<file path="src/rtl/ram_bus_bridge.sv">
// Valid/ready byte-addressed bus front end for a 1-cycle synchronous word RAM, with
// read-modify-write for partial stores. Optional macro RAM_BRIDGE_STATS_EN adds response counters.
//
// state   | meaning
// IDLE    | ready for a request
// RD_WAIT | RAM samples the word address
// RD_CAP  | ram_dout valid: capture read data or build the merged write word
// WR      | RAM commits the write on this edge
// RESP    | response held until the consumer takes it
module ram_bus_bridge #(
   parameter int          MEM_SIZE_WORDS = 4096,
   parameter logic [31:0] BASE_ADDR      = 32'h0,
   parameter int          ADDR_W         = $clog2(MEM_SIZE_WORDS)
) (
   input  logic              clk,
   input  logic              rst,
   input  logic              req_valid,
   output logic              req_ready,
   input  logic [31:0]       req_addr,
   input  logic              req_we,
   input  logic [3:0]        req_be,
   input  logic [31:0]       req_wdata,
   output logic              rsp_valid,
   input  logic              rsp_ready,
   output logic [31:0]       rsp_rdata,
   output logic              rsp_err,
   output logic              ram_we,
   output logic [ADDR_W-1:0] ram_addr,
   output logic [31:0]       ram_din,
   input  logic [31:0]       ram_dout
`ifdef RAM_BRIDGE_STATS_EN
   ,
   output logic [15:0]       stat_rd_cnt,
   output logic [15:0]       stat_wr_cnt,
   output logic [15:0]       stat_err_cnt
`endif
);

   typedef enum logic [2:0] {IDLE, RD_WAIT, RD_CAP, WR, RESP} state_t;

   localparam logic [32:0] MEM_BYTES = 33'(4 * MEM_SIZE_WORDS);

   state_t              state_q, state_d;
   logic                ram_we_q, ram_we_d;
   logic [ADDR_W-1:0]   ram_addr_q, ram_addr_d;
   logic [31:0]         ram_din_q, ram_din_d;
   logic [31:0]         rsp_rdata_q, rsp_rdata_d;
   logic                rsp_err_q, rsp_err_d;
   logic                we_q, we_d;
   logic [3:0]          be_q, be_d;
   logic [31:0]         wdata_q, wdata_d;

   logic [31:0]         off;
   logic                acc_err;
   logic [31:0]         merged;

   assign req_ready = (state_q == IDLE) && !rst;
   assign rsp_valid = (state_q == RESP);
   assign rsp_rdata = rsp_rdata_q;
   assign rsp_err   = rsp_err_q;
   assign ram_we    = ram_we_q;
   assign ram_addr  = ram_addr_q;
   assign ram_din   = ram_din_q;

   // Offset wraps at 32 bits; the explicit below-base test catches the wrapped case.
   assign off     = req_addr - BASE_ADDR;
   assign acc_err = (req_addr < BASE_ADDR) || ({1'b0, off} >= MEM_BYTES) || (off[1:0] != 2'b00);

   always_comb begin
      merged = ram_dout;
      for (int i = 0; i < 4; i++) begin
         if (be_q[i]) merged[8*i +: 8] = wdata_q[8*i +: 8];
      end
   end

   always_comb begin
      state_d     = state_q;
      ram_we_d    = ram_we_q;
      ram_addr_d  = ram_addr_q;
      ram_din_d   = ram_din_q;
      rsp_rdata_d = rsp_rdata_q;
      rsp_err_d   = rsp_err_q;
      we_d        = we_q;
      be_d        = be_q;
      wdata_d     = wdata_q;
      case (state_q)
         IDLE: begin
            if (req_valid) begin
               we_d    = req_we;
               be_d    = req_be;
               wdata_d = req_wdata;
               if (acc_err) begin
                  rsp_err_d = 1'b1;
                  state_d   = RESP;
               end else if (req_we && (req_be == 4'h0)) begin
                  state_d = RESP;
               end else if (req_we && (req_be == 4'hF)) begin
                  ram_addr_d = off[ADDR_W+1:2];
                  ram_din_d  = req_wdata;
                  ram_we_d   = 1'b1;
                  state_d    = WR;
               end else begin
                  ram_addr_d = off[ADDR_W+1:2];
                  ram_we_d   = 1'b0;
                  state_d    = RD_WAIT;
               end
            end
         end
         RD_WAIT: state_d = RD_CAP;
         RD_CAP: begin
            if (we_q) begin
               ram_din_d = merged;
               ram_we_d  = 1'b1;
               state_d   = WR;
            end else begin
               rsp_rdata_d = ram_dout;
               state_d     = RESP;
            end
         end
         WR: begin
            ram_we_d = 1'b0;
            state_d  = RESP;
         end
         RESP: begin
            if (rsp_ready) begin
               rsp_rdata_d = 32'h0;
               rsp_err_d   = 1'b0;
               state_d     = IDLE;
            end
         end
         default: state_d = IDLE;
      endcase
   end

   always_ff @(posedge clk or posedge rst) begin
      if (rst) begin
         state_q     <= IDLE;
         ram_we_q    <= 1'b0;
         ram_addr_q  <= '0;
         ram_din_q   <= 32'h0;
         rsp_rdata_q <= 32'h0;
         rsp_err_q   <= 1'b0;
         we_q        <= 1'b0;
         be_q        <= 4'h0;
         wdata_q     <= 32'h0;
      end else begin
         state_q     <= state_d;
         ram_we_q    <= ram_we_d;
         ram_addr_q  <= ram_addr_d;
         ram_din_q   <= ram_din_d;
         rsp_rdata_q <= rsp_rdata_d;
         rsp_err_q   <= rsp_err_d;
         we_q        <= we_d;
         be_q        <= be_d;
         wdata_q     <= wdata_d;
      end
   end

`ifdef RAM_BRIDGE_STATS_EN
   logic [15:0] stat_rd_q, stat_wr_q, stat_err_q;
   logic        rsp_hs;

   assign rsp_hs       = (state_q == RESP) && rsp_ready;
   assign stat_rd_cnt  = stat_rd_q;
   assign stat_wr_cnt  = stat_wr_q;
   assign stat_err_cnt = stat_err_q;

   // Counters saturate rather than wrap.
   always_ff @(posedge clk or posedge rst) begin
      if (rst) begin
         stat_rd_q  <= 16'h0;
         stat_wr_q  <= 16'h0;
         stat_err_q <= 16'h0;
      end else if (rsp_hs) begin
         if (rsp_err_q) begin
            if (stat_err_q != 16'hFFFF) stat_err_q <= stat_err_q + 16'd1;
         end else if (we_q) begin
            if (stat_wr_q != 16'hFFFF) stat_wr_q <= stat_wr_q + 16'd1;
         end else begin
            if (stat_rd_q != 16'hFFFF) stat_rd_q <= stat_rd_q + 16'd1;
         end
      end
   end
`endif

endmodule

</file>
<file path="config.mk">
export PLATFORM = sky130hd
export DESIGN_NAME = ram_bus_bridge
export DESIGN_NICKNAME = d
export VERILOG_FILES = /design/src/rtl/ram_bus_bridge.sv
export SDC_FILE = /design/constraint.sdc
export NUM_CORES = 1
export LEC_CHECK = 0
export ABC_AREA = 1
export CORE_MARGIN = 4
export CORE_UTILIZATION = 40
export DETAILED_ROUTE_END_ITERATION = 16
export PLACE_DENSITY = 0.74
export SLEW_MARGIN = 20
export SYNTH_ARGS = -nofsm -noshare
export SYNTH_HDL_FRONTEND = slang
export SYNTH_SLANG_ARGS = --single-unit
</file>
<file path="constraint.sdc">
create_clock -name clk -period 3.4 [get_ports clk]
set_input_delay 0.34 -clock clk [delete_from_list [all_inputs] [get_ports clk]]
set_output_delay 0.34 -clock clk [all_outputs]
set_load 0.02 [all_outputs]
</file>
* After elaboration in Yosys (flattened, before gate mapping) *
Index checks and enable logic that the tools add are counted.

cells by class
  reduce and logical (&&, ||, !) cells = 20
  magnitude comparators = 2
  bitwise gates (word level) = 2
  multipliers = 0
  add/sub/neg operators = 0
  multiplexer cells = 30
  shift-type cells = 0
  equality and inequality tests = 13
  divide/modulo/power cells = 0

operator list
  cell                  count
  $mux 32               7
  $pmux 32 s2           2
  $ge 32x15->1 const B  1
  $lt 32x1->1 const B   1
  $mux 8                4
  $mux 3                5
  $pmux 3 s5            1
  $ne 2x2->1 const B    6
  $mux 1                8
  $reduce_and 4->1      2
  $reduce_bool 2->1     4
  $eq 3x2->1 const B    2
  $reduce_and 6->1      1
  $reduce_and 5->1      1
  $eq 4x4->1 const B    1
  $logic_not 4->1       1
  $ne 2x1->1 const B    2
  $reduce_and 2->1      2
  $eq 3x1->1 const B    1
  $eq 3x3->1 const B    1
  $logic_and 1x1->1     3
  $logic_not 3->1       1
  $pmux 1 s3            1
  $reduce_and 3->1      1
  other kinds (6)       8

word-level totals
  output and inout bits = 80
  bits in latches = 0
  input port bits = 105
  RAM bits = 0
  word-level logic and storage cells = 76
  register bits after elaboration = 118
  memories = 0
  memory bits (read-only) = 0

* Longest topological paths before layout *
Gate-level depths: netlist of run 1.

  depth after elaboration = 7
  mapped depth = 9

* Least setup slack after synthesis of run 1 *
Ideal clock, no wire load.

  path type = register -> register
  from = register state_q[0]
  to = register rsp_rdata_q[0], in the netlist rsp_rdata[0]
  required time = 3.270 ns
  buffers on the path = 1
  path slack = 1.639 ns
  setup time = 0.130 ns
  cell stages (with the launch flop) = 6
  arrival time = 1.631 ns
  cell sequence = dfrtp_1 nor3_1 nand2_1 buf_2 nand3_1 o21ai_0

between the ends
  longest elaborated chain between the ends = 3
  elaborated cells between the ends (all ways) = 7

ends and longest elaborated chain
  what                                                       RTL line  text
  start, declared                                            43        state_t state_q, state_d;
  start signal, assigned                                     147       state_q <= state_d;
  $eq 3x3->1 (*)                                             n/a
  named net rsp_valid                                        23        output logic rsp_valid,
  $ne 2x1->1 (no line) or $reduce_bool 2->1 (tied branches)  n/a
  $reduce_and 3->1 (no line)                                 n/a
  end signal, assigned                                       151       rsp_rdata_q <= rsp_rdata_d;
  end, declared                                              47        logic [31:0] rsp_rdata_q, rsp_rdata_d;

Mark *: on every way through the listed nets, which the timed path passes. The rest lies on a longest branch.
A chain may end at the register's enable or synchronous reset.

* Final worst setup path of run 1 *
  from = register state_q[0]
  to = output port rsp_valid

between the ends
  longest elaborated chain between the ends = 1

ends and longest elaborated chain
  what           RTL line  text
  $eq 3x3->1     58        assign rsp_valid = (state_q == RESP);
  end, declared  23

No other way between the ends.

==> impl_metrics.ini, run 1 <==
[critical_path]
cp.required_ns = 3.06
worst-setup-path-type = flip-flop to output pin
crit_chain = nor3_1 -> clkdlybuf4s50_1
critPathTopFamily = buffers and inverters
crit_fanout = 5
worstSetupEndpointType = output pin
cpMaxStageDelayCell = clkdlybuf4s50_1
rr_worst_depth = 8
r2r-start = state_q[0]
critPathBufInv = 1
r2r_setup_slack_ns = 1.23
cp-start-kind = flip-flop
slowest_delay_ns = 0.71
worstReg2RegEnd = ram_din[22]
cp.arrival_ns = 2.06

[synth]
syn_area_um2 = 5578
ys_types = 22
synth-seq-cells = 118
synth_nets = 812
ys_seq_area_share_pct = 52.94
yosys_warnings = 0
syn_inst = 707
syn_avg_cell_area_um2 = 7.889

[floorplanning]
die_w_um = 126.1
initial_core_util_pct = 41.46
die-height_um = 126.1
die_area_um2 = 15900
io_pins = 185
core_um2 = 13450
fp-row-count = 42

[timing]
period_needed_ns = 2.404
fin_skew_ns = 0.005834
worst_pin_slew_ns = 1.011
max-slew-margin-rel_pct = 32.50
setup_viol = 0
rsz0062_at_grt = false
max_freq_mhz = 416.0
hold_violations = 0
setup_tns_ns = 0
fin_crit_sh_pct = 70.70
timing_max_transition_violations_final = 0

[job]
drv_cap = 0

[place]
dpl.hpwl_um = 10590
place_congestion = 0.8269
dpl_cell_area_um2 = 7500
dp_cells = 1030
portBuffers = 184

[detailed_routing]
drc = 0
vias = 5130
wire_per_inst_um = 14.35
drt_pass1_iterations = 4
drtAntennaViolNets = 0
wirelength_um = 15240
drt_iter0_drc = 279
viasPerCell = 4.831

[global_routing]
grt_pass1_vias = 5059
grt_pass1_wl_um = 25270
antenna_found_initial = 0
grt_max_degree = 73
groute.usage.overall_pct = 19.63
grt_overflow = 0

[pwr]
powerDensity_nw_per_um2 = 646.5
ir_drop_mv = 0.3499
total_power_mw = 5.223
p_leak_nw = 3.810

[clock_network]
cts_resized = 0
numCtsBuffers = 17
numClockSinks = 118
path_clk_slew_ns = 0.05
htree_levels = 4
cts_buffer_depth = 2
clk_latency_ns = 0.41
postCtsSetupBuffers = 0
postCtsHoldBufs = 0
cts_root_buf = clkbuf_16
cts_tree = yes

[worst_hold_path]
min_to = ram_din[26]
hold_path_class = flip-flop to flip-flop
hold_start = ram_din[26]
holdPathStages = 2

[cells_and_area]
antennaDiodeCount = 0
fin_area_um2 = 8078
drive_above_1_share_pct = 5.530
instances_no_fill = 1062
syn_to_final_growth_pct = 44.82
fin_util_pct = 60.04
fin_nets = 978

[status]
status = complete, no violations
## final cells by class
| type | instances | area, um^2 |
|---|---|---|
| inverter | 94 | 356.6 |
| fill | 1214 | 5375 |
| multi-input combinational | 449 | 2061 |
| clock inverter | 9 | 100.1 |
| sequential | 118 | 2953 |
| tap | 176 | 220.2 |
| clock buffer | 23 | 478.0 |
| timing repair buffer | 193 | 1909 |
## per-stage QoR
| step | worst slack [ns] | hold slack, ns |
|---|---|---|
| after floorplan | 1.619 | 0.4257 |
| after global placement | 0.8745 | 0.4541 |
| after detailed placement | 0.7583 | 0.4588 |
| after CTS | 0.9694 | 0.4650 |
| after global routing | 0.8844 | 0.4788 |
| final | 0.9963 | 0.4690 |
## cells by family (layout without fill, tap and decap cells)
family,Yosys count,in the layout,synth area share (%)
buffers and inverters,140,319,10.34
AND/OR/NAND/NOR,297,297,22.84
AO/OA/AOI/OAI,152,152,13.89
flip-flops,118,118,52.94
## where the power goes
group | internal, mW | switching, mW | leakage (nW) | total, mW
clock network | 1.13 | 0.619 | 0.283 | 1.75
logic | 0.616 | 0.798 | 1.96 | 1.41
registers | 1.77 | 0.292 | 1.57 | 2.06
## sequential cells by signal, summed over array words and instances, names as in the netlist
register   count
wdata_q       32
be_q           4
ram_we         1
rsp_rdata     32
ram_addr      12
state_q        3
rsp_err        1
ram_din       32
we_q           1
## cell usage after synthesis
library cell    n  share of area, %
clkbuf_1       26               1.7
a21oi_4         1              0.29
buf_1           2              0.13
and2_1          1              0.11
o21ai_1         1             0.090
nand4_1        32               3.6
buf_4           4              0.54
o21bai_1        1              0.13
dfrtp_1       118                53
buf_6           3              0.61
nand2_1       199                13
a21oi_1         5              0.45
o21ai_0       144                13
nor3_1          2              0.18
nand3_4         1              0.31
inv_2           3              0.20
nor2_1         17               1.1
buf_2          11              0.99
nand2_2         1              0.11
nand3_1        42               3.8
nor2_2          2              0.22
inv_1          91               6.1
## how the worst max path moves through the flow
stage / startpoint / to / slack, ns / cells after the start
after floorplan: rst / be_q[0] / 1.62 / 1
after global placement: req_addr[18] / ram_din[12] / 0.87 / 9
after detailed placement: req_addr[18] / ram_din[22] / 0.76 / 9
after CTS: state_q[0] / rsp_valid / 0.97 / 2
after global routing: state_q[0] / rsp_valid / 0.88 / 2
final: state_q[0] / rsp_valid / 1.0 / 2
## worst min-delay path: stages, from the launching register on
cell and delay [ns]:
dfrtp_1 0.34, nand2_1 0.06, nand2_1 0.04
## cells in the final DEF, fill, tap and decap left out, drive strengths merged, types with 3 or more instances in the layout
master | Yosys | final
clkinvlp | 0 | 3
inv | 94 | 93
nand2 | 200 | 200
buf | 20 | 9
a21oi | 6 | 6
clkdlybuf4s50 | 0 | 184
nand4 | 32 | 32
clkbuf | 26 | 23
dfrtp | 118 | 118
nand3 | 43 | 43
o21ai | 145 | 145
clkinv | 0 | 5
nor2 | 19 | 19
## routing by layer
layer	vias up	part of all wire, %	global-route usage, %
met5	-	0	0
met4	0	2.3	7.129
met1	2330	45	25.86
met2	162	46	31.30
li1	2605	-	-
met3	33	6.2	5.207
(Power assumes the default switching activity.)
==> run 2, diff against run 1 <==
==> constraint.sdc (replaced) <==
create_clock -name clk -period 2.2 [get_ports clk]
set_input_delay 0.22 -clock clk [delete_from_list [all_inputs] [get_ports clk]]
set_output_delay 0.22 -clock clk [all_outputs]
set_load 0.02 [all_outputs]
==> run 2 against run 1 <==
Wire length grew 1.5%. First-iteration DRC count grew 52%. Via count grew 1.3%. Critical endpoint is now req_ready. Clock power grew 56%. Non-clock buffer count grew 7. Die area is the same. Utilization grew 0.73 points. Total power grew 57%. Cell count grew 0.38%. Largest power group unchanged. Sequential share of layout area shrank 0.44 points. Critical path type unchanged.
==> impl_metrics.ini, run 2 (synthesis results as in run 1) <==
[global_routing]
antenna_found_initial = 0
grt_pass1_wl_um = 25130
grt_overflow = 0
groute.usage.overall_pct = 19.56
grt_pass1_vias = 5038
grt_max_degree = 74

[cells_and_area]
fillers = 1224
syn_to_final_growth_pct = 46.59
antennaDiodeCount = 0
fin_nets = 985
fin_util_pct = 60.78
drive_above_1_share_pct = 5.955
final_cell_mix = 199 x nand2_1, 183 x clkdlybuf4s50_1, 144 x o21ai_0
final_common_cell = nand2_1

[critical_path]
worst-setup-path-type = flip-flop to output pin
path_depth = 4
slowest_delay_ns = 0.61
cp.arrival_ns = 1.85
cpMaxStageDelayCell = clkdlybuf4s50_1
cp.required_ns = 1.98
crit_chain = nor2_2 -> nand2_2 -> nor2_1 -> clkdlybuf4s50_1
critPathBufInv = 1
cp-start-kind = flip-flop
worstSetupEndpointType = output pin
critPathTopFamily = buffers and inverters
rr_worst_depth = 8
crit_fanout = 5

[pwr]
p_leak_nw = 3.874
powerDensity_nw_per_um2 = 1002
ir_drop_mv = 0.4857

[place]
place_congestion = 0.8459
dpl.hpwl_um = 10800
pre_cts_ws_ns = 0.2056
portBuffers = 184

[job]
drv_cap = 0

[clock_network]
numCtsBuffers = 17
clk_latency_ns = 0.41
postCtsSetupBuffers = 0
cts_root_buf = clkbuf_16
numClockSinks = 118
cts_tree = yes
cts_buffer_depth = 2
path_clk_slew_ns = 0.05
htree_levels = 4
postCtsHoldBufs = 0

[floorplanning]
core_um2 = 13450
die-height_um = 126.1
initial_core_util_pct = 41.46
fp-row-count = 42
io_pins = 185
die_area_um2 = 15900
die_w_um = 126.1

[timing]
timing_max_transition_violations_final = 0
setup_ws_ns = 0.1283
max-slew-margin-rel_pct = 62.04
fin_crit_sh_pct = 94.17
setup_tns_ns = 0
worst_pin_slew_ns = 0.5694
setup_viol = 0
period_needed_ns = 2.072
fin_skew_ns = 0.006334
max_freq_mhz = 482.7
rsz0062_at_grt = false
hold_violations = 0

[detailed_routing]
drt_pass1_iterations = 5
wirelength_um = 15460
viasPerCell = 4.877
wire_per_inst_um = 14.50
drtAntennaViolNets = 0
vias = 5199
drc = 0
drt_iter0_drc = 425

[status]
status = complete, no violations

[worst_hold_path]
hold_path_class = input pin to asynchronous set/reset pin
run 2: worst register-to-register path: stages (launching register included):
cell and delay, ns:
dfrtp_1 0.45, nor2_2 0.18, nand2_2 0.11, inv_2 0.10, nand2_1 0.11, a21oi_4 0.21, nand3_4 0.38, nand2_1 0.18
nand2_1 0.06
run 2: layout make-up:
type / count / area [um^2] / area share [%]
sequential: 118 / 2953 / 36.11
clock inverter: 3 / 65.06 / 0.7957
inverter: 94 / 356.6 / 4.361
multi-input combinational: 449 / 2061 / 25.20
tap: 176 / 220.2 / 2.693
clock buffer: 26 / 519.2 / 6.350
timing repair buffer: 200 / 2002 / 24.48
run 2: per-layer routing:
| layer | global-route usage, % | vias to the layer above | wire length, um |
|---|---|---|---|
| met5 | 0 | - | 0 |
| met4 | 7.382 | 0 | 272 |
| met3 | 4.530 | 28 | 959 |
| met2 | 31.52 | 172 | 7333 |
| met1 | 25.77 | 2383 | 6894 |
| li1 | - | 2616 | - |
run 2: final timing paths:
check                             from             to  slack [ns]
setup / recovery            state_q[0]      req_ready        0.13
hold reg to reg            ram_din[14]    ram_din[14]        0.47
hold / removal                     rst   ram_addr[10]        0.17
setup reg to reg            state_q[0]     ram_din[8]        0.31
max in group asynchronous          rst  rsp_rdata[13]        1.32
min in group clk           req_addr[2]    ram_addr[0]        0.36
run 2: where the power goes:
part / internal (mW) / leakage, nW / switching (mW)
sequential: 2.73 / 1.57 / 0.466
combinational: 1.00 / 2.02 / 1.25
clock: 1.83 / 0.288 / 0.906
run 2: stage by stage:
| stage | power [mW] | cell area (um^2) | cells | hold WS [ns] |
|---|---|---|---|---|
| after floorplan | 4.442 | 5582 | 707 | 0.3057 |
| after global placement | 5.429 | 7590 | 1037 | 0.4544 |
| after detailed placement | 5.482 | 7590 | 1037 | 0.4583 |
| after CTS | 8.265 | 8174 | 1066 | 0.1552 |
| after global routing | 8.691 | 8177 | 1066 | 0.1778 |
| final | 8.190 | 8177 | 1066 | 0.1695 |
run 2: what timing repair did:
item | 4_1_cts | 5_1_grt
endpoints found under the setup margin | 0 | 1
hold endpoints to repair | 0 | 0
resized for setup | 0 | 1
==> run 3, diff against run 2 <==
--- a/config.mk
+++ b/config.mk
@@ -6,10 +6,13 @@
 export NUM_CORES = 1
 export LEC_CHECK = 0
 export ABC_AREA = 1
+export CELL_PAD_IN_SITES_DETAIL_PLACEMENT = 0
+export CELL_PAD_IN_SITES_GLOBAL_PLACEMENT = 1
 export CORE_MARGIN = 4
 export CORE_UTILIZATION = 40
 export DETAILED_ROUTE_END_ITERATION = 16
-export PLACE_DENSITY = 0.74
+export DONT_BUFFER_PORTS = 1
+export PLACE_DENSITY_LB_ADDON = 0.1
 export SLEW_MARGIN = 20
 export SYNTH_ARGS = -nofsm -noshare
 export SYNTH_HDL_FRONTEND = slang
==> run 3 against run 2 <==
Via count shrank 6.6%. Combinational power decreased by 37%. Register-to-register slack hardly changed. Utilization shrank 8.7 points. Sequential share of layout area is 6.1 points higher. Largest power group unchanged. Cell count down 10%. Clock skew increased by 0.00091 ns. Maximum frequency increased by 9.1%. Clock-buffer cell count is 2 higher. Flip-flop and latch count unchanged. Wire length is 2.5% higher. Hold slack lost 0.15 ns.
==> impl_metrics.ini, run 3 (synthesis results as in run 1) <==
[status]
status = complete, no violations

[cells_and_area]
fillers = 1310
final_common_cell = nand2_1
fin_nets = 873
drive_above_1_share_pct = 6.667
antennaDiodeCount = 0
fin_util_pct = 52.06
final_cell_mix = 199 x nand2_1, 144 x o21ai_0, 118 x dfrtp_1
seqCellArea_um2 = 2953
syn_to_final_growth_pct = 25.55
multi_input_area_um2 = 2061

[timing]
period_needed_ns = 1.898
max-slew-margin-rel_pct = 58.04
worst_pin_slew_ns = 0.6295
timing_max_transition_violations_final = 0
fin_skew_ns = 0.007243
setup_tns_ns = 0
rsz0062_at_grt = false
setup_viol = 0
fin_crit_sh_pct = 86.30
hold_violations = 0
max_freq_mhz = 526.7

[pwr]
p_seq_share_pct = 47.2
powerDensity_nw_per_um2 = 1060
p_switching_mw = 2.547
p_clk_share_pct = 33.7
ir_drop_mv = 0.7952
p_int_mw = 4.879
p_sw_share_pct = 34.29
combPwrFrac_pct = 19.1
p_leak_nw = 3.459

[clock_network]
htree_levels = 4
path_clk_slew_ns = 0.05
numClockSinks = 118
numCtsBuffers = 17
clk_latency_ns = 0.41
cts_root_buf = clkbuf_16
postCtsSetupBuffers = 0
cts_tree = yes
cts_buffer_depth = 2

[floorplanning]
die_w_um = 126.1
die_area_um2 = 15900
io_pins = 185
die-height_um = 126.1
fp-row-count = 42
core_um2 = 13450
initial_core_util_pct = 41.46

[critical_path]
critPathBufInv = 1
cp.required_ns = 2.49
r2r-start = state_q[0]
critPathLaunch = state_q[0]
r2r_setup_slack_ns = 0.30
worst-setup-path-type = flip-flop to flip-flop
path_depth = 8
cpMaxStageDelayCell = dfrtp_1
slowest_delay_ns = 0.44
cp.arrival_ns = 2.19
worstSetupEndpointType = flip-flop
critPathTopFamily = simple AND/OR/NAND/NOR gates
rr_worst_depth = 8
crit_chain = nor2_2 -> nand2_2 -> inv_2 -> nand2_1 -> a21oi_4 -> nand3_4 -> nand2_1 -> nand2_1
crit_fanout = 33
cp-start-kind = flip-flop
cpMostUsedCell = nand2_1

[worst_hold_path]
holdPathStages = 2
hold_start = ram_dout[27]
hold_path_class = input pin to flip-flop

[global_routing]
grt_pass1_vias = 4667
grt_pass1_wl_um = 25550
grt_overflow = 0
grt_max_degree = 73
antenna_found_initial = 0
groute.usage.overall_pct = 20.08

[detailed_routing]
wire_per_inst_um = 16.57
viasPerCell = 5.081
vias = 4857
wirelength_um = 15840
drtAntennaViolNets = 0
drc = 0
drt_iter0_drc = 372
drt_pass1_iterations = 5

[place]
portBuffers = 0
dpl.hpwl_um = 10430
place_congestion = 0.7699

[job]
drv_cap = 0
-- run 3: cell types whose count changed in the layout (fill, tap and decap cells not counted) --
cell,before,now
inv_4,0,1
buf_12,3,2
dlymetal6s2s_1,1,0
inv_2,3,2
clkbuf_1,3,5
bufinv_16,2,0
clkdlybuf4s50_1,183,0
clkinv_2,1,3
dlygate4sd3_1,0,73
-- run 3: metrics by stage --
step           total power, mW  worst slack [ns]  instance area, um^2  hold WS [ns]  cells
3_5_place_dp             4.856            0.2944                 5728        0.1545    852
3_3_place_gp             4.808            0.3763                 5728        0.1524    852
5_1_grt                  7.939            0.1468                 7003      0.005510    956
4_1_cts                  7.507            0.2896                 7000     0.0006670    956
2_1_floorplan            4.442            0.4391                 5582        0.3057    707
6_report                 7.426            0.3015                 7003       0.02169    956
-- run 3: power groups by stage --
stage,clock network (mW),logic (mW),registers (mW)
after global routing,2.69,1.66,3.59
after detailed placement,0,1.32,3.54
after CTS,2.57,1.43,3.51
final,2.50,1.42,3.51
after global placement,0,1.27,3.54
after floorplan,0,1.17,3.27
-- run 3: path summary, 6_finish.rpt --
kind                            endpoint
max reg2reg                  ram_din[29]
min in group asynchronous           we_q
min reg2reg                  wdata_q[31]
min                        rsp_rdata[27]
max                          ram_din[29]
max in group asynchronous  rsp_rdata[10]
-- run 3: cell type report --
cell class | instances | share of cell area [%]
Sequential cell | 118 | 42.17
Multi-Input combinational cell | 449 | 29.43
Timing Repair Buffer | 88 | 12.40
Clock buffer | 28 | 7.522
Inverter | 94 | 5.128
Tap cell | 176 | 3.145
Clock inverter | 3 | 0.2144
-- run 3: repair_timing --
item	CTS	global route
setup endpoints to repair	0	36
endpoints found under the hold margin	89	0
hold buffers	73	0
resized for setup	0	1
-- run 3: worst register-to-register path: cells and delay by family, from the launching register on --
kind,cells,cell delay (ns)
flip-flops,1,0.44
AO/OA/AOI/OAI,1,0.19
buffers and inverters,1,0.09
AND/OR/NAND/NOR,6,1.06
-- run 3: layer usage --
metal  routed length, um  vias up  share of wire, %  GRT usage, %
met5                   0        -                 0             0
met4                 193        0               1.2         6.940
met3                1038       18               6.6         5.377
met2                7408      163                47         31.46
met1                7198     2284                45         27.02
li1                    -     2392                 -             -
